**config.mk**
```make
export PLATFORM = sky130hd
export DESIGN_NAME = chan_frame_rx
export DESIGN_NICKNAME = d
export VERILOG_FILES = /design/src/rtl/chan_frame_rx.sv
export SDC_FILE = /design/constraint.sdc
export NUM_CORES = 1
export LEC_CHECK = 0
export BUFFER_PORTS_ARGS = -buffer_cell sky130_fd_sc_hd__buf_2
export CORE_AREA = 4 4 130 132
export CTS_CLUSTER_DIAMETER = 30
export DETAILED_ROUTE_END_ITERATION = 8
export DIE_AREA = 0 0 134 136
export GPL_TIMING_DRIVEN = 0
export PLACE_DENSITY = 0.74
export SYNTH_ARGS = -nofsm -noshare
export SYNTH_HDL_FRONTEND = slang
export SYNTH_SLANG_ARGS = --single-unit
```
**constraint.sdc**
```tcl
create_clock -name clk -period 10.65 [get_ports clk]
set_clock_uncertainty 0.05 [all_clocks]
set_input_delay 0 -clock clk [delete_from_list [all_inputs] [get_ports clk]]
set_output_delay 0 -clock clk [all_outputs]
set_load 0.01 [all_outputs]
```
**src/rtl/chan_frame_rx.sv**
```systemverilog
// Receive-side deserializer for the channel-counter serial link.
// Rebuilds MSB-first words into an 8-slot bank with a registered read port.
module chan_frame_rx #(
    parameter int WIDTH = 16,
    parameter int ERRW  = 8
) (
    input  logic             clk,
    input  logic             reset,
    input  logic             serial_in,
    input  logic             sl_in,
    input  logic [2:0]       addr_in,
    input  logic             ovf_ch_in,
    input  logic [2:0]       rd_addr,
    output logic [WIDTH-1:0] rd_data,
    output logic             rd_ovf,
    output logic             word_valid,
    output logic [2:0]       word_addr,
    output logic             frame_err,
    output logic [ERRW-1:0]  err_count
);

    localparam int CW = $clog2(WIDTH + 1);
    localparam logic [CW-1:0] FULL = CW'(WIDTH);

    typedef enum logic {
        IDLE,
        SHIFT
    } state_t;

    state_t           state;
    state_t           state_nxt;
    logic [WIDTH-1:0] shreg;
    logic [CW-1:0]    cnt;
    logic             overrun;
    logic [2:0]       cur_addr;
    logic             cur_ovf;
    logic             commit;
    logic             discard;
    logic             hit;

    logic [WIDTH-1:0] bank    [8];
    logic             ovfbank [8];

    always_ff @(posedge clk or posedge reset) begin
        if (reset) state <= IDLE;
        else       state <= state_nxt;
    end

    always_comb begin
        state_nxt = state;
        commit    = 1'b0;
        discard   = 1'b0;
        unique case (state)
            IDLE: begin
                if (sl_in) state_nxt = SHIFT;
            end
            SHIFT: begin
                if (!sl_in) begin
                    state_nxt = IDLE;
                    if (cnt == FULL && !overrun) commit  = 1'b1;
                    else                         discard = 1'b1;
                end
            end
        endcase
    end

    always_ff @(posedge clk or posedge reset) begin
        if (reset) begin
            shreg    <= '0;
            cnt      <= '0;
            overrun  <= 1'b0;
            cur_addr <= '0;
            cur_ovf  <= 1'b0;
        end else if (state == IDLE) begin
            if (sl_in) begin
                cur_addr <= addr_in;
                shreg    <= {{(WIDTH-1){1'b0}}, serial_in};
                cnt      <= CW'(1);
                overrun  <= 1'b0;
            end
        end else if (sl_in) begin
            // Bits beyond WIDTH are dropped; the frame is poisoned instead
            if (cnt != FULL) begin
                shreg <= {shreg[WIDTH-2:0], serial_in};
                cnt   <= cnt + CW'(1);
                if (cnt == FULL - CW'(1)) cur_ovf <= ovf_ch_in;
            end else begin
                overrun <= 1'b1;
            end
        end
    end

    always_ff @(posedge clk or posedge reset) begin
        if (reset) begin
            for (int i = 0; i < 8; i++) begin
                bank[i]    <= '0;
                ovfbank[i] <= 1'b0;
            end
        end else if (commit) begin
            bank[cur_addr]    <= shreg;
            ovfbank[cur_addr] <= cur_ovf;
        end
    end

    assign hit = commit && (cur_addr == rd_addr);

    always_ff @(posedge clk or posedge reset) begin
        if (reset) begin
            rd_data    <= '0;
            rd_ovf     <= 1'b0;
            word_valid <= 1'b0;
            word_addr  <= '0;
            frame_err  <= 1'b0;
            err_count  <= '0;
        end else begin
            rd_data    <= hit ? shreg   : bank[rd_addr];
            rd_ovf     <= hit ? cur_ovf : ovfbank[rd_addr];
            word_valid <= commit;
            frame_err  <= discard;
            if (commit) word_addr <= cur_addr;
            if (discard && err_count != '1) err_count <= err_count + ERRW'(1);
        end
    end

endmodule

```
==> flow_metrics.py, run 1 <==
metrics = {
    "grt": {
        "grt_max_degree": 100,
        "overflow": 0,
        "gr-usage-all-layers": 0.206,
        "grt_pass1_vias": 5121,
        "antenna_found_initial": 0,
        "grt_pass1_wl_mm": 28.3,
    },
    "yosys": {
        "yosysUniqueCellTypes": 37,
        "yosysMostFrequentCell": "dfrtp_1",
        "syn_area_mm2": 0.00856,
        "avgSynthCellArea_um2": 15.6,
        "ys.flop_type": "dfrtp_1",
        "synth_seq_cells": 193,
        "synth.net_count": 564,
        "async_flop_share": 1.00,
        "synth_edf_count": 0,
        "synth_area_leaders": "dfrtp_1, mux2_2, mux4_2, a22o_1, nor4b_4",
        "yosysTopAreaCell": "dfrtp_1",
        "synth_top_area_frac": 0.564,
        "syn_inst": 549,
        "synthTopCellsByCount": "dfrtp_1, mux2_2, mux4_2, clkbuf_1, a22o_1",
        "ys_warn_count": 0,
        "synth_seq_area_share": 0.564,
    },
    "critical_path": {
        "critical_path_class": "flip-flop to flip-flop",
        "crit_top_cell": "buf_2",
        "end_kind": "flip-flop",
        "worstSetupStartpointType": "flip-flop",
        "cpMaxStageDelayCell": "nor4b_4",
        "crit_fanout": 10,
        "reg2regPathDepth": 9,
        "arrival_ns": 3.40,
        "cp_data_required_time_ns": 10.92,
        "slowest_delay_ns": 0.63,
        "cp_cell_sequence": "inv_1, ha_1, nand4bb_1, buf_2, or3_1, buf_6, nor4b_4, buf_2, mux2_2",
    },
    "layout": {
        "postLayoutCoreUtil": 0.617,
        "final_nets": 628,
        "antennaDiodeCount": 0,
        "final_cells": 842,
        "syn_to_final_growth_pct": 13.1,
        "regArea_mm2": 0.00483,
        "multi_input_area_mm2": 0.00346,
        "final_cell_area_mm2": 0.00969,
        "drive_gt1_frac": 0.482,
        "fill_cells": 1148,
    },
    "timing": {
        "layout_setup_ws_ns": 7.52,
        "setup_viol": 0,
        "fin_crit_sh": 0.294,
        "rsz0062_at_grt": "false",
        "max_freq_mhz": 319,
        "fin_tns_setup_ns": 0,
        "slew_headroom": 0.299,
        "fin_crit_ns": 3.13,
        "maxSlewViolCount": 0,
        "hold_violations": 0,
        "worstMarginPinSlew_ns": 1.05,
    },
    "power": {
        "seqPwrFrac": 0.517,
        "p_int_uw": 1130,
        "irDropWorstVdd_mv": 0.122,
        "power_density_mw_per_mm2": 154,
        "p_leak_uw": 0.00476,
        "clock_power_share": 0.408,
        "combPwrFrac": 0.075,
        "swShare": 0.245,
        "p_switching_uw": 365,
    },
    "routing": {
        "via_per_inst": 5.67,
        "num_vias": 4777,
        "drc_errors": 0,
        "drt_iter0_markers": 351,
        "wl_per_cell_um": 20.8,
        "drt_first_pass_iters": 4,
        "ant_nets": 0,
        "wl_mm": 17.5,
    },
    "cts": {
        "clkTransAtPathRegs_ns": 0.07,
        "post_cts_buffers": 0,
        "cts.path.max_buffers": 2,
        "cts_made_buffers": 17,
        "clk_latency_ns": 0.43,
        "cts.sinks": 193,
        "root_buffer": "clkbuf_16",
        "cts_tree": "built",
        "htree_num_levels": 4,
    },
    "placement": {
        "io_buffers": 37,
        "dp_cells": 803,
        "place_ws_ns": 7.50,
        "dpl-instance-area_mm2": 0.00905,
        "hpwlAfterDp_mm": 11.1,
        "globalplace.congestion": 0.745,
    },
    "run_status": {
        "status": "complete, no violations",
    },
    "flow_run": {
        "max_cap_violations": 0,
    },
    "floorplan": {
        "die_x_um": 134,
        "dieHeight_um": 136,
        "core.rowCount": 46,
        "start_util": 0.545,
        "die_area_mm2": 0.0182,
        "core-area_mm2": 0.0157,
        "io_pins": 41,
    },
    "min_path": {
        "hp-class": "input pin to asynchronous set/reset pin",
    },
}
[sequential cells by signal, summed over array words and instances, names as in the netlist]
| name | count |
|---|---|
| word_valid | 1 |
| err_count | 8 |
| ovfbank | 8 |
| shreg | 16 |
| cnt | 5 |
| state | 1 |
| overrun | 1 |
| frame_err | 1 |
| rd_data | 16 |
| rd_ovf | 1 |
| cur_addr | 3 |
| cur_ovf | 1 |
| word_addr | 3 |
| bank | 128 |
[per-stage QoR]
stage / total power, uW / hold slack, ns
2_1_floorplan: 859 / -0.0186
3_3_place_gp: 890 / 0.0807
3_5_place_dp: 898 / 0.0844
4_1_cts: 1510 / 0.183
5_1_grt: 1550 / 0.189
6_report: 1490 / 0.179
[routing by layer]
metal	vias up	part of all wire	global-route usage
li1	2127	-	-
met1	2555	0.45	0.274
met2	72	0.51	0.348
met3	23	0.029	0.0463
met4	0	0.014	0.0543
met5	-	0	0
[cell families after synthesis]
| logic type | share of synthesized area |
|---|---|
| compound gates | 0.0240 |
| xor+xnor | 0.0102 |
| fa+ha+maj | 0.00584 |
| buf+inv | 0.0316 |
| flops | 0.564 |
| mux | 0.320 |
| simple gates | 0.0450 |
[cells in the final DEF (no fill, tap or decap), drive strengths merged, types with 3 or more instances in the layout]
cell,synthesis,layout
mux4,34,34
a21oi,4,4
buf,21,59
dlygate4sd3,0,7
inv,12,14
nor4b,4,4
o21ai,5,5
nand2,13,13
clkinv,1,8
a22o,16,16
nand4,3,3
dfrtp,193,193
ha,4,4
clkbuf,24,44
nand3,4,4
nor2,5,5
nor3,5,5
nor4,4,4
xor2,7,7
mux2,175,175
xnor2,3,3
[final timing paths]
check                                         start  slack [ns]                       end
min in group clk                              sl_in        0.20           state$_DFF_PP0_
setup / recovery                 cnt[0]$_DFFE_PP0P_        7.52      bank[87]$_DFFE_PP0P_
max in group asynchronous                     reset        9.47       bank[9]$_DFFE_PP0P_
hold reg to reg            word_addr[1]$_DFFE_PP0P_        0.42  word_addr[1]$_DFFE_PP0P_
setup reg to reg                 cnt[0]$_DFFE_PP0P_        7.52      bank[87]$_DFFE_PP0P_
hold / removal                                reset        0.18      rd_data[1]$_DFF_PP0_
[power by group through the flow]
| stage | sequential (uW) | combinational (uW) | clock, uW |
|---|---|---|---|
| after floorplan | 788 | 71.5 | 0 |
| after global placement | 784 | 106 | 0 |
| after detailed placement | 786 | 113 | 0 |
| after CTS | 772 | 115 | 621 |
| after global routing | 775 | 125 | 655 |
| final | 773 | 113 | 609 |
[worst max-delay path, delay by kind of cell (launching register included)]
family | cells | cell delay [ns]
adders and majority gates | 1 | 0.15
buffers and inverters | 4 | 0.89
DFF | 1 | 0.44
muxes | 1 | 0.39
and+or+nand+nor | 3 | 1.09
[area by class of cell]
cell class / instances / share of cell area
Timing Repair Buffer: 45 / 0.0292
Tap cell: 216 / 0.0279
Clock buffer: 20 / 0.0471
Buffer: 45 / 0.0229
Multi-Input combinational cell: 298 / 0.358
Clock inverter: 12 / 0.0112
Sequential cell: 193 / 0.498
Inverter: 13 / 0.00581
[what timing repair did]
action	CTS	global route
endpoints found under the hold margin	100	0
hold buffers	7	0
gates resized for setup	0	0
Power figures use the tool's default switching activity.
==> inputs of run 2 (changes only) <==
==> constraint.sdc (replaced) <==
create_clock -name clk -period 2.92 [get_ports clk]
set_clock_uncertainty 0.05 [all_clocks]
set_input_delay 0 -clock clk [delete_from_list [all_inputs] [get_ports clk]]
set_output_delay 0 -clock clk [all_outputs]
set_load 0.01 [all_outputs]
==> flow_metrics.py, run 2 (synthesis gave the netlist of run 1 again) <==
metrics = {
    "floorplan": {
        "die_x_um": 134,
        "dieHeight_um": 136,
        "start_util": 0.545,
        "core.rowCount": 46,
        "core-area_mm2": 0.0157,
        "die_area_mm2": 0.0182,
        "io_pins": 41,
    },
    "cts": {
        "cts_tree": "built",
        "root_buffer": "clkbuf_16",
        "cts_resized": 0,
        "cts.path.max_buffers": 2,
        "cts.sinks": 193,
        "cts_made_buffers": 17,
        "htree_num_levels": 4,
        "clk_latency_ns": 0.44,
        "clkTransAtPathRegs_ns": 0.07,
    },
    "placement": {
        "hpwlAfterDp_mm": 11.2,
        "io_buffers": 37,
        "globalplace.congestion": 0.773,
        "place_ws_ns": -0.206,
        "dpl-instance-area_mm2": 0.00912,
        "dp_cells": 807,
    },
    "timing": {
        "setup_viol": 0,
        "hold_violations": 0,
        "hold-worst-slack_ns": 0.0900,
        "max_freq_mhz": 356,
        "fin_tns_setup_ns": 0,
        "rsz0062_at_grt": "false",
        "fin_crit_ns": 2.81,
        "fin_crit_sh": 0.962,
        "maxSlewViolCount": 0,
        "slew_headroom": 0.258,
        "worstMarginPinSlew_ns": 1.11,
        "layout_setup_ws_ns": 0.110,
    },
    "layout": {
        "syn_to_final_growth_pct": 15.0,
        "final_nets": 643,
        "antennaDiodeCount": 0,
        "drive_gt1_frac": 0.491,
        "final_cell_area_mm2": 0.00985,
        "largest_reg_flops": 128,
        "fill_cells": 1152,
        "largest-register": "bank",
        "reg.largest.list": "bank x128, rd_data x16, shreg x16",
        "final_cells": 857,
        "mostFrequentLayoutCell": "dfrtp_1",
        "most-common-layout-cells": "dfrtp_1, mux2_2, buf_2",
    },
    "routing": {
        "num_vias": 4848,
        "drt_iter0_markers": 320,
        "drt_first_pass_iters": 5,
        "ant_nets": 0,
        "drc_errors": 0,
        "wl_mm": 18.0,
        "wl_per_cell_um": 21.0,
        "via_per_inst": 5.66,
    },
    "power": {
        "p_int_uw": 4160,
        "clock_power_share": 0.411,
        "power_density_mw_per_mm2": 559,
        "swShare": 0.243,
        "irDropWorstVdd_mv": 0.468,
        "p_leak_uw": 0.00485,
        "combPwrFrac": 0.077,
        "p_switching_uw": 1340,
        "seqPwrFrac": 0.512,
    },
    "run_status": {
        "status": "complete, no violations",
    },
    "critical_path": {
        "path_delay_family": "buffers and inverters",
        "r2r_end": "bank[65]$_DFFE_PP0P_",
        "cp_data_required_time_ns": 3.19,
        "r2r_setup_slack_ns": 0.11,
        "end_kind": "flip-flop",
        "critical_path_class": "flip-flop to flip-flop",
        "crit_top_cell": "buf_6",
        "cp_num_buf_inv": 5,
        "crit_fanout": 10,
        "cpMaxStageDelayCell": "dfrtp_1",
        "reg2regPathDepth": 10,
        "rr_startpoint": "cnt[0]$_DFFE_PP0P_",
        "cp_cell_sequence": "inv_1, ha_1, nand4bb_1, buf_2, or3_1, buf_6, buf_6, nor3_4, buf_4, mux2_2",
        "slowest_delay_ns": 0.44,
        "arrival_ns": 3.08,
        "worstSetupStartpointType": "flip-flop",
    },
    "grt": {
        "grt_max_degree": 44,
        "antenna_found_initial": 0,
        "grt_pass1_wl_mm": 29.4,
        "gr-usage-all-layers": 0.213,
        "overflow": 0,
        "grt_pass1_vias": 5156,
    },
    "flow_run": {
        "max_cap_violations": 0,
    },
    "min_path": {
        "hp-class": "input pin to asynchronous set/reset pin",
    },
}
run 2: cell type report:
cell class                      instances  area [um2]  area share
Inverter                               13        52.6     0.00533
Multi-Input combinational cell        298        3460       0.352
Sequential cell                       193        4830       0.490
Clock inverter                          9        98.8      0.0100
Timing Repair Buffer                   60         438      0.0444
Clock buffer                           23         478      0.0485
Tap cell                              216         270      0.0274
Buffer                                 45         221      0.0225
run 2: per-stage QoR:
stage	total power, uW	util
3_3_place_gp	3250	0.574
3_5_place_dp	3290	0.581
4_1_cts	5540	0.625
6_report	5500	0.627
5_1_grt	5710	0.627
2_1_floorplan	3130	-
run 2: power by group through the flow:
stage	combinational, uW	sequential, uW	clock, uW
final	423	2820	2260
after global routing	464	2830	2420
after CTS	432	2810	2300
after detailed placement	421	2870	0
after global placement	388	2860	0
after floorplan	261	2870	0
run 2: repair_timing:
action                                 CTS  global route
buffers inserted                         7             4
pin swaps                                8             1
hold buffers                             7             0
endpoints found under the hold margin   90             0
setup endpoints to repair               87            10
run 2: per-layer routing:
layer	wire length, um	GRT usage
met5	0	0
met4	410	0.0629
met3	561	0.0489
met2	9100	0.352
met1	7970	0.286
run 2: tightest hold or removal path, cell delays in order:
cell,delay (ns)
dlygate4sd3_1,0.53
buf_2,0.13
clkinvlp_4,0.34
run 2: worst max-delay path by stage:
stage                             from                    to  slack (ns)  cells after the start
floorplan           cnt[0]$_DFFE_PP0P_  bank[16]$_DFFE_PP0P_        0.32                     10
global placement                 reset  bank[85]$_DFFE_PP0P_       -0.59                      2
detailed placement  cnt[0]$_DFFE_PP0P_  bank[28]$_DFFE_PP0P_       -0.21                     10
CTS                 cnt[0]$_DFFE_PP0P_  bank[69]$_DFFE_PP0P_        0.02                     10
global route        cnt[0]$_DFFE_PP0P_  bank[65]$_DFFE_PP0P_        0.02                     10
finish              cnt[0]$_DFFE_PP0P_  bank[65]$_DFFE_PP0P_        0.11                     10
==> inputs of run 3 (changes only) <==
--- a/config.mk
+++ b/config.mk
@@ -6,12 +6,14 @@
 export NUM_CORES = 1
 export LEC_CHECK = 0
 export BUFFER_PORTS_ARGS = -buffer_cell sky130_fd_sc_hd__buf_2
-export CORE_AREA = 4 4 130 132
+export CELL_PAD_IN_SITES_DETAIL_PLACEMENT = 1
+export CELL_PAD_IN_SITES_GLOBAL_PLACEMENT = 1
+export CORE_AREA = 4 4 134 136
 export CTS_CLUSTER_DIAMETER = 30
 export DETAILED_ROUTE_END_ITERATION = 8
-export DIE_AREA = 0 0 134 136
+export DIE_AREA = 0 0 138 140
 export GPL_TIMING_DRIVEN = 0
-export PLACE_DENSITY = 0.74
+export PLACE_DENSITY = 0.8
 export SYNTH_ARGS = -nofsm -noshare
 export SYNTH_HDL_FRONTEND = slang
 export SYNTH_SLANG_ARGS = --single-unit
==> flow_metrics.py, run 3 (synthesis gave the netlist of run 1 again) <==
metrics = {
    "run_status": {
        "status": "complete, no violations",
    },
    "floorplan": {
        "dieHeight_um": 140,
        "die_x_um": 138,
        "core-area_mm2": 0.0169,
        "start_util": 0.506,
        "io_pins": 41,
        "die_area_mm2": 0.0193,
        "core.rowCount": 48,
    },
    "grt": {
        "antenna_found_initial": 0,
        "grt_pass1_wl_mm": 33.8,
        "overflow": 0,
        "grt_pass1_vias": 5730,
        "grt_max_degree": 46,
        "gr-usage-all-layers": 0.228,
    },
    "routing": {
        "num_vias": 4955,
        "via_per_inst": 5.73,
        "wl_per_cell_um": 24.0,
        "drt_iter0_markers": 315,
        "drt_first_pass_iters": 4,
        "wl_mm": 20.8,
        "ant_nets": 0,
        "drc_errors": 0,
    },
    "timing": {
        "fin_crit_sh": 0.969,
        "slew_headroom": 0.235,
        "rsz0062_at_grt": "true",
        "worstMarginPinSlew_ns": 1.14,
        "setup_viol": 0,
        "max_freq_mhz": 353,
        "fin_crit_ns": 2.83,
        "fin_tns_setup_ns": 0,
        "maxSlewViolCount": 0,
        "hold_violations": 0,
    },
    "layout": {
        "postLayoutCoreUtil": 0.586,
        "most-common-layout-cells": "dfrtp_1, mux2_2, buf_2",
        "final_nets": 642,
        "syn_to_final_growth_pct": 15.9,
        "mostFrequentLayoutCell": "dfrtp_1",
        "reg.largest.list": "bank x128, rd_data x16, shreg x16",
        "final_cell_area_mm2": 0.00992,
        "drive_gt1_frac": 0.495,
        "antennaDiodeCount": 0,
        "fill_cells": 1595,
        "regArea_mm2": 0.00483,
        "multi_input_area_mm2": 0.00346,
        "largest-register": "bank",
        "largest_reg_flops": 128,
    },
    "flow_run": {
        "max_cap_violations": 0,
    },
    "min_path": {
        "hp-class": "input pin to flip-flop",
    },
    "critical_path": {
        "critical_path_class": "flip-flop to flip-flop",
        "cp_data_required_time_ns": 3.20,
        "crit_fanout": 10,
        "end_kind": "flip-flop",
        "worstSetupStartpointType": "flip-flop",
        "arrival_ns": 3.10,
    },
    "cts": {
        "cts_tree": "built",
        "clkTransAtPathRegs_ns": 0.07,
        "cts_made_buffers": 17,
        "cts.sinks": 193,
        "root_buffer": "clkbuf_16",
        "clk_latency_ns": 0.44,
        "cts.path.max_buffers": 2,
        "htree_num_levels": 4,
    },
    "power": {
        "irDropWorstVdd_mv": 0.450,
        "p_leak_uw": 0.00486,
        "combPwrFrac": 0.076,
        "total_power_uw": 5770,
        "swShare": 0.246,
        "clock_power_share": 0.435,
        "p_switching_uw": 1420,
        "p_int_uw": 4350,
        "power_density_mw_per_mm2": 582,
        "seqPwrFrac": 0.489,
    },
    "placement": {
        "io_buffers": 37,
        "dpl-instance-area_mm2": 0.00911,
        "globalplace.congestion": 0.770,
        "hpwlAfterDp_mm": 12.5,
    },
}
[run 3: cell count changes in the layout (fill, tap and decap cells not counted), sizes merged]
cell    before  now
bufinv       1    4
clkinv       4    3
inv         14   17
clkbuf      47   43
buf         74   72
[run 3: path summary, 6_finish.rpt]
path / from / endpoint / slack [ns] / depth (start not counted)
setup / recovery: cnt[0]$_DFFE_PP0P_ / bank[124]$_DFFE_PP0P_ / 0.09 / 10
hold / removal: sl_in / state$_DFF_PP0_ / 0.21 / 2
setup reg to reg: cnt[0]$_DFFE_PP0P_ / bank[124]$_DFFE_PP0P_ / 0.09 / 10
hold reg to reg: word_addr[1]$_DFFE_PP0P_ / word_addr[1]$_DFFE_PP0P_ / 0.42 / 2
max in group asynchronous: reset / bank[21]$_DFFE_PP0P_ / 1.62 / 5
min in group asynchronous: reset / frame_err$_DFF_PP0_ / 0.24 / 3
[run 3: worst max-delay path: stages, from the launching register on]
cell and delay [ns]:
dfrtp_2 0.45, inv_1 0.07, ha_1 0.13, nand4bb_1 0.10
buf_2 0.19, or3_1 0.38, buf_6 0.16, buf_6 0.16
nor4_4 0.39, buf_4 0.27, mux2_2 0.35
[run 3: final cells by class]
cell class	instances	area share
clock buffer	18	0.0432
timing repair buffer	59	0.0434
tap	225	0.0284
clock inverter	14	0.0202
buffer	45	0.0236
inverter	13	0.00530
sequential	193	0.487
multi-input combinational	298	0.349
[run 3: layer usage]
metal | up-vias | track usage | routed length, um
li1 | 2159 | - | -
met1 | 2680 | 0.289 | 8730
met2 | 83 | 0.400 | 10900
met3 | 33 | 0.0447 | 665
met4 | 0 | 0.0676 | 417
met5 | - | 0 | 0
[run 3: metrics by stage]
stage          hold WS [ns]  std cells  setup slack, ns
2_1_floorplan       -0.0186        549            0.317
3_3_place_gp         0.0823        811           -0.594
3_5_place_dp         0.0899        815           -0.230
4_1_cts               0.171        862           0.0494
5_1_grt               0.236        865         -0.00523
6_report              0.206        865           0.0904
[run 3: timing repair]
action                                  CTS  global route
setup buffers                             8             3
resized for setup                         1             4
pin swaps                                 8             1
endpoints found under the hold margin    41             0
hold buffers                              7             0
endpoints found under the setup margin   95            51
[run 3: power groups by stage]
stage | combinational [uW] | clock (uW) | sequential, uW
finish | 439 | 2510 | 2820
global route | 483 | 2690 | 2840
CTS | 445 | 2550 | 2820
detailed placement | 429 | 0 | 2870
global placement | 387 | 0 | 2860
floorplan | 261 | 0 | 2870
